--- src/rtl/gf2_poly_pkg.sv ---
// Shared widths and state encoding for the GF(2)[x] sequential divider.
package gf2_poly_pkg;

    localparam int N  = 33;
    localparam int DW = 2 * N - 1;
    localparam int RW = N - 1;
    localparam int CW = $clog2(DW);
    localparam int IW = $clog2(N);

    typedef enum logic [1:0] {
        S_IDLE = 2'd0,
        S_DIV  = 2'd1,
        S_DONE = 2'd2
    } state_e;

endpackage

--- src/rtl/gf2_msb_index.sv ---
// Priority encoder: index of the highest set bit, plus an all-zero flag.
module gf2_msb_index #(
    parameter int W  = 33,
    parameter int IW = $clog2(W)
) (
    input  logic [W-1:0]  vec,
    output logic [IW-1:0] idx,
    output logic          zero
);

    always_comb begin
        idx  = '0;
        zero = 1'b1;
        for (int i = 0; i < W; i++) begin
            if (vec[i]) begin
                idx  = IW'(i);
                zero = 1'b0;
            end
        end
    end

endmodule

--- src/rtl/gf2_poly_divider_seq.sv ---
// Bit-serial GF(2)[x] long divider: one dividend coefficient per clock,
// quotient and remainder registered on completion.
module gf2_poly_divider_seq
    import gf2_poly_pkg::*;
(
    input  logic          clk,
    input  logic          rst_n,
    input  logic          in_valid,
    output logic          in_ready,
    input  logic [DW-1:0] dividend,
    input  logic [N-1:0]  divisor,
    output logic          out_valid,
    input  logic          out_ready,
    output logic [DW-1:0] quotient,
    output logic [RW-1:0] remainder,
    output logic          div_by_zero
);

    state_e        state_q, state_d;
    logic [CW-1:0] cnt_q, cnt_d;
    logic [RW-1:0] r_q, r_d;
    logic [DW-2:0] q_q, q_d;
    logic [DW-1:0] dvd_q, dvd_d;
    logic [RW-1:0] dvs_q, dvs_d;
    logic [IW-1:0] msb_q, msb_d;
    logic [DW-1:0] quo_q, quo_d;
    logic [RW-1:0] rem_q, rem_d;
    logic          dbz_q, dbz_d;

    logic [IW-1:0] msb_idx;
    logic          dvs_zero;
    logic [N-1:0]  t;
    logic          qbit;
    logic [RW-1:0] t_red;

    gf2_msb_index #(.W(N), .IW(IW)) u_msb (
        .vec  (divisor),
        .idx  (msb_idx),
        .zero (dvs_zero)
    );

    // The divisor MSB is implied by msb_q; only its lower RW bits are kept,
    // since the top bit of t is always cancelled and then dropped.
    always_comb begin
        t     = {r_q, dvd_q[DW-1]};
        qbit  = t[msb_q];
        t_red = t[RW-1:0] ^ (qbit ? dvs_q : '0);
    end

    always_comb begin
        state_d   = state_q;
        cnt_d     = cnt_q;
        r_d       = r_q;
        q_d       = q_q;
        dvd_d     = dvd_q;
        dvs_d     = dvs_q;
        msb_d     = msb_q;
        quo_d     = quo_q;
        rem_d     = rem_q;
        dbz_d     = dbz_q;
        in_ready  = 1'b0;
        out_valid = 1'b0;
        unique case (state_q)
            S_IDLE: begin
                in_ready = 1'b1;
                if (in_valid) begin
                    dvd_d = dividend;
                    dvs_d = divisor[RW-1:0];
                    msb_d = msb_idx;
                    r_d   = '0;
                    q_d   = '0;
                    cnt_d = CW'(DW - 1);
                    if (dvs_zero) begin
                        quo_d   = '0;
                        rem_d   = '0;
                        dbz_d   = 1'b1;
                        state_d = S_DONE;
                    end else begin
                        state_d = S_DIV;
                    end
                end
            end
            S_DIV: begin
                r_d   = t_red;
                q_d   = {q_q[DW-3:0], qbit};
                dvd_d = {dvd_q[DW-2:0], 1'b0};
                if (cnt_q == '0) begin
                    quo_d   = {q_q, qbit};
                    rem_d   = t_red;
                    dbz_d   = 1'b0;
                    state_d = S_DONE;
                end else begin
                    cnt_d = cnt_q - CW'(1);
                end
            end
            S_DONE: begin
                out_valid = 1'b1;
                if (out_ready) state_d = S_IDLE;
            end
            default: state_d = S_IDLE;
        endcase
    end

    always_ff @(posedge clk) begin
        if (!rst_n) begin
            state_q <= S_IDLE;
            cnt_q   <= '0;
            r_q     <= '0;
            q_q     <= '0;
            dvd_q   <= '0;
            dvs_q   <= '0;
            msb_q   <= '0;
            quo_q   <= '0;
            rem_q   <= '0;
            dbz_q   <= 1'b0;
        end else begin
            state_q <= state_d;
            cnt_q   <= cnt_d;
            r_q     <= r_d;
            q_q     <= q_d;
            dvd_q   <= dvd_d;
            dvs_q   <= dvs_d;
            msb_q   <= msb_d;
            quo_q   <= quo_d;
            rem_q   <= rem_d;
            dbz_q   <= dbz_d;
        end
    end

    assign quotient    = quo_q;
    assign remainder   = rem_q;
    assign div_by_zero = dbz_q;

endmodule

--- config.mk ---
export PLATFORM = sky130hd
export DESIGN_NAME = gf2_poly_divider_seq
export DESIGN_NICKNAME = d
export VERILOG_FILES = /design/src/rtl/gf2_poly_pkg.sv /design/src/rtl/gf2_msb_index.sv /design/src/rtl/gf2_poly_divider_seq.sv
export SDC_FILE = /design/constraint.sdc
export NUM_CORES = 1
export LEC_CHECK = 0
export BUFFER_PORTS_ARGS = -buffer_cell sky130_fd_sc_hd__buf_2
export CAP_MARGIN = 15
export CORE_AREA = 2 2 176 178
export CTS_CLUSTER_SIZE = 16
export DETAILED_ROUTE_END_ITERATION = 16
export DIE_AREA = 0 0 178 180
export PLACE_DENSITY = 0.67
export SLEW_MARGIN = 5
export SYNTH_ARGS = -nofsm -noshare
export SYNTH_HDL_FRONTEND = slang
export SYNTH_SLANG_ARGS = --single-unit
--- constraint.sdc ---
create_clock -name clk -period 2.1 [get_ports clk]
set_input_delay 0.21 -clock clk [delete_from_list [all_inputs] [get_ports clk]]
set_output_delay 0.21 -clock clk [all_outputs]
set_load 0.01 [all_outputs]
==> results <==
- The flow ran to the end, but the final reports show violations.
- The checks that failed: setup timing.
- Input and output buffers added on the ports amount to 201.
- The number of cells traversed by the worst register-to-register path is 9.
- The hold violation total from the final report came to 0.
- In this run the cell area of the synthesized design comes to 0.0134 mm^2.
- Of the total power, the clock network draws 0.345.
- The mean routed wirelength per cell is 17.1 um.
- Dividing total power by cell area gives a power density of 971 mW/mm^2.
- The endpoint identified for the worst register-to-register timing path is r_q[23]$_SDFFE_PN0P_.
- TritonCTS built the clock tree.
- The max-slew violation total from the final report was 0.
- Routability-driven placement finished with a final weighted congestion of 0.830.
- The slack of the critical path is -219 ps.
- The worst slew slack as a fraction of its limit is 0.537.
- The switching component of the power is 4.99 mW.
- For the worst setup path, the data required time is 2490 ps.
- Setup violations remaining at the end of the flow were counted as 66.
- Data arrives at the worst endpoint at 2710 ps.
- At the placement stage, the worst setup path has a slack of -242 ps.
- The startpoint type of the worst setup path is a register.
- The Yosys step of the flow raised 0 warnings.
- Sorting the synthesized cells by area gives the leading types as sky130_fd_sc_hd__dfxtp_1, sky130_fd_sc_hd__nand2_1, sky130_fd_sc_hd__nor4b_4.
- On the final layout, the worst hold slack is 15.8 ps.
- The number of global-route vias before repair is 10704.
- Ranked by instance count, the synthesized netlist is headed by sky130_fd_sc_hd__nand2_1, sky130_fd_sc_hd__dfxtp_1, sky130_fd_sc_hd__clkbuf_1, sky130_fd_sc_hd__nor2b_1.
- The number of antenna violations at the first check in global routing was 1.
- In the final layout, the share of cells above drive strength 1 is 0.257.
- The vertical extent of the die is 180 um.
- For the finished layout, the period the worst path requires is 2320 ps.
- The post-layout utilization of the core is 0.559.
- Of the total power, registers draw 0.403.
- The clock net sink count is 306.
- The total DRC errors in the routed layout is 0.
- 202 I/O pins were placed.
- The worst hold path belongs to the class input port to register.
- The worst setup path is captured at a register.
- The wire length of the first global-routing pass is 55000 um.
- The total nets after synthesis is 1523.
- Summed over all cells, the static leakage comes to 7.24 nW.
- The count of filler cells inserted in the layout is 2637.
- For this block, the initial DRC count from the detailed router was 644.
- The startpoint of the most critical setup path is msb_q[1]$_SDFFE_PN0P_.
- The number of register bits inferred by synthesis is 306.
- The final non-filler cell area is 0.0169 mm^2.
- The placed cell area is 0.0151 mm^2.
- The most area-hungry cell type in the Yosys netlist is sky130_fd_sc_hd__dfxtp_1.
- Of all nets on the critical path, the largest fanout is 6.
- The number of maximum-capacitance violations is 0.
- Entering global routing, the biggest net connects 169 pins.
- The net total in the final layout is 1748.
- The internal power is 11.4 mW.
- The total congestion overflow after global routing is 0.
- The maximum clock frequency is 431 MHz.
- The clock edge transition at the registers on the reported setup and hold paths is 60 ps.
- The fraction of power spent switching nets is 0.305.
- The placed wire-length estimate after detailed placement is 21700 um.
- The destination of the worst hold path is state_q[1]$_SDFFE_PN0P_.
- Setup repair after global routing could not meet its margin everywhere.
- The startpoint identified for the worst register-to-register timing path is msb_q[1]$_SDFFE_PN0P_.
- Relative to the synthesized area, the layout overhead comes to 26.2%.
- The root buffer cell chosen for the clock tree is sky130_fd_sc_hd__clkbuf_16.
- For this block, the via count after detailed routing is 11038.
- Across all register-to-register paths, the minimum setup slack is -220 ps.
- The portion of synthesized cell area occupied by the leading cell type is 0.458.
- The clock buffer count from CTS is 35.
- The post-route clock skew is 18.5 ps.
- Counting instances, the worst hold path has a depth of 3.
- In the global route stage, overall resource usage came out at 0.209.
- In this run the most critical hold path is launched from out_ready.
- Among all flip-flop cells after synthesis, the most frequent one is sky130_fd_sc_hd__dfxtp_1.
- The later pin in the worst-skew pair is clocked with a latency of 510 ps.
- The measured slew at the worst slew-check pin is 694 ps.
- The average footprint of a synthesized cell is 9.42 um^2.
- The initial utilization of the core area, before any placement, comes to 0.443.
- The H-tree level count is 2.
- The path type of the worst setup path is register to register.
- The number of enable flip-flop cells after synthesis is 0.
- Once detail routing completed, the nets flagged for antenna violations numbered 0.
- The number of instances in the synthesized netlist is 1419.
- The sequential share of the synthesized area is 0.458.
- The die is 178 um wide.
- Using the TritonRoute via totals, the vias-per-cell ratio works out to 5.35.
- Across the VDD grid, the largest voltage drop is 584 uV.
- The detailed-router iteration count before antenna repair is 5.
- The number of rows created at floorplan is 64.
- The async set or reset register ratio after synthesis is 0.
- The core box area is 0.0302 mm^2.
- The final clock period utilization by the worst path is 1.10.
- Of the total power, combinational logic draws 0.252.
- The post-synthesis cell type count is 55.
- The most common cell in the synthesized netlist is sky130_fd_sc_hd__nand2_1.
- The die covers 0.0320 mm^2.
- The routed wire length is 35200 um.
- The maximum buffer depth of the clock tree is 3.
-- routing by layer --
metal,GRT usage,vias to the layer above,wire (um)
met3,0.0556,68,2280
met5,0,-,0
met4,0.0567,0,1030
met2,0.354,273,16900
met1,0.260,5328,15000
li1,-,5369,-
-- critical path, cell delays in order, from the launching register on --
cell	delay (ps)
sky130_fd_sc_hd__dfxtp_4	410
sky130_fd_sc_hd__buf_12	120
sky130_fd_sc_hd__mux4_2	520
sky130_fd_sc_hd__mux2i_2	260
sky130_fd_sc_hd__a32o_4	300
sky130_fd_sc_hd__buf_12	130
sky130_fd_sc_hd__buf_16	130
sky130_fd_sc_hd__nor4b_4	50
sky130_fd_sc_hd__xnor2_1	200
sky130_fd_sc_hd__o21ai_1	80
-- cells in the final DEF, fill, tap and decap left out, drive strengths merged, types with 27 or more instances in the layout --
cell,n
nor4b,32
nor2,27
o2bb2ai,32
nand3,67
dfxtp,306
xnor2,33
o211a,64
mux2i,67
o21ai,42
clkbuf,55
buf,293
nand2,370
a21boi,40
nor2b,70
a22oi,63
-- how the worst max path moves through the flow --
stage / endpoint / slack [ps] / cells past startpoint
6_report: r_q[23]$_SDFFE_PN0P_ / -220 / 9
5_1_grt: remainder[23]$_SDFFE_PN0P_ / -300 / 9
4_1_cts: remainder[17]$_SDFFE_PN0P_ / -130 / 8
3_5_place_dp: quotient[40]$_SDFFE_PN0P_ / -240 / 10
3_3_place_gp: quotient[39]$_SDFFE_PN0P_ / -230 / 10
2_1_floorplan: remainder[10]$_SDFFE_PN0P_ / -80 / 8
-- flip-flops by register name, indices dropped and copies added, names as in the netlist --
signal and flops:
quotient 65, dvs_q 32, r_q 32, cnt_q 7, remainder 32, q_q 64, msb_q 6, div_by_zero 1
state_q 2, dvd_q 65
-- what timing repair did --
| action | 4_1_cts | 5_1_grt |
|---|---|---|
| resized for setup | 14 | 39 |
| hold buffers | 8 | 0 |
| pin swaps | 10 | 50 |
| buffers inserted | 2 | 12 |
| endpoints found under the hold margin | 8 | 0 |
| gates cloned | 5 | 4 |
| endpoints found under the setup margin | 66 | 130 |
-- cell families after synthesis --
| group | synth area share |
|---|---|
| DFF | 0.458 |
| xor gates and xnor gates | 0.0236 |
| and+or+nand+nor | 0.239 |
| adders and majority gates | 0.00187 |
| buffers and inverters | 0.0490 |
| AOI/OAI and AO/OA | 0.161 |
| muxes | 0.0673 |
-- stage by stage --
| stage | power [mW] | instances | setup TNS [ps] |
|---|---|---|---|
| after detailed placement | 10.4 | 1973 | -25610 |
| after global routing | 17.2 | 2061 | -14690 |
| after global placement | 10.3 | 1973 | -24220 |
| after floorplan | 9.36 | 1419 | -3530 |
| final | 16.4 | 2062 | -10090 |
| after CTS | 16.2 | 2046 | -5380 |
-- area by class of cell --
class | instances | area (um^2) | share of cell area
tap | 396 | 495 | 0.0294
timing repair buffer | 305 | 2310 | 0.137
antenna | 1 | 2.50 | 0.000148
clock inverter | 7 | 56.3 | 0.00334
clock buffer | 51 | 997 | 0.0591
multi-input combinational | 987 | 6830 | 0.405
inverter | 9 | 33.8 | 0.00200
sequential | 306 | 6130 | 0.364
-- power groups by stage --
stage	registers, mW	logic [mW]	clock network, mW
after global routing	6.65	4.49	6.02
final	6.60	4.13	5.66
after global placement	6.69	3.62	0
after floorplan	6.60	2.76	0
after CTS	6.58	3.87	5.77
after detailed placement	6.70	3.69	0
No activity file was read; power rests on OpenSTA's default activity.
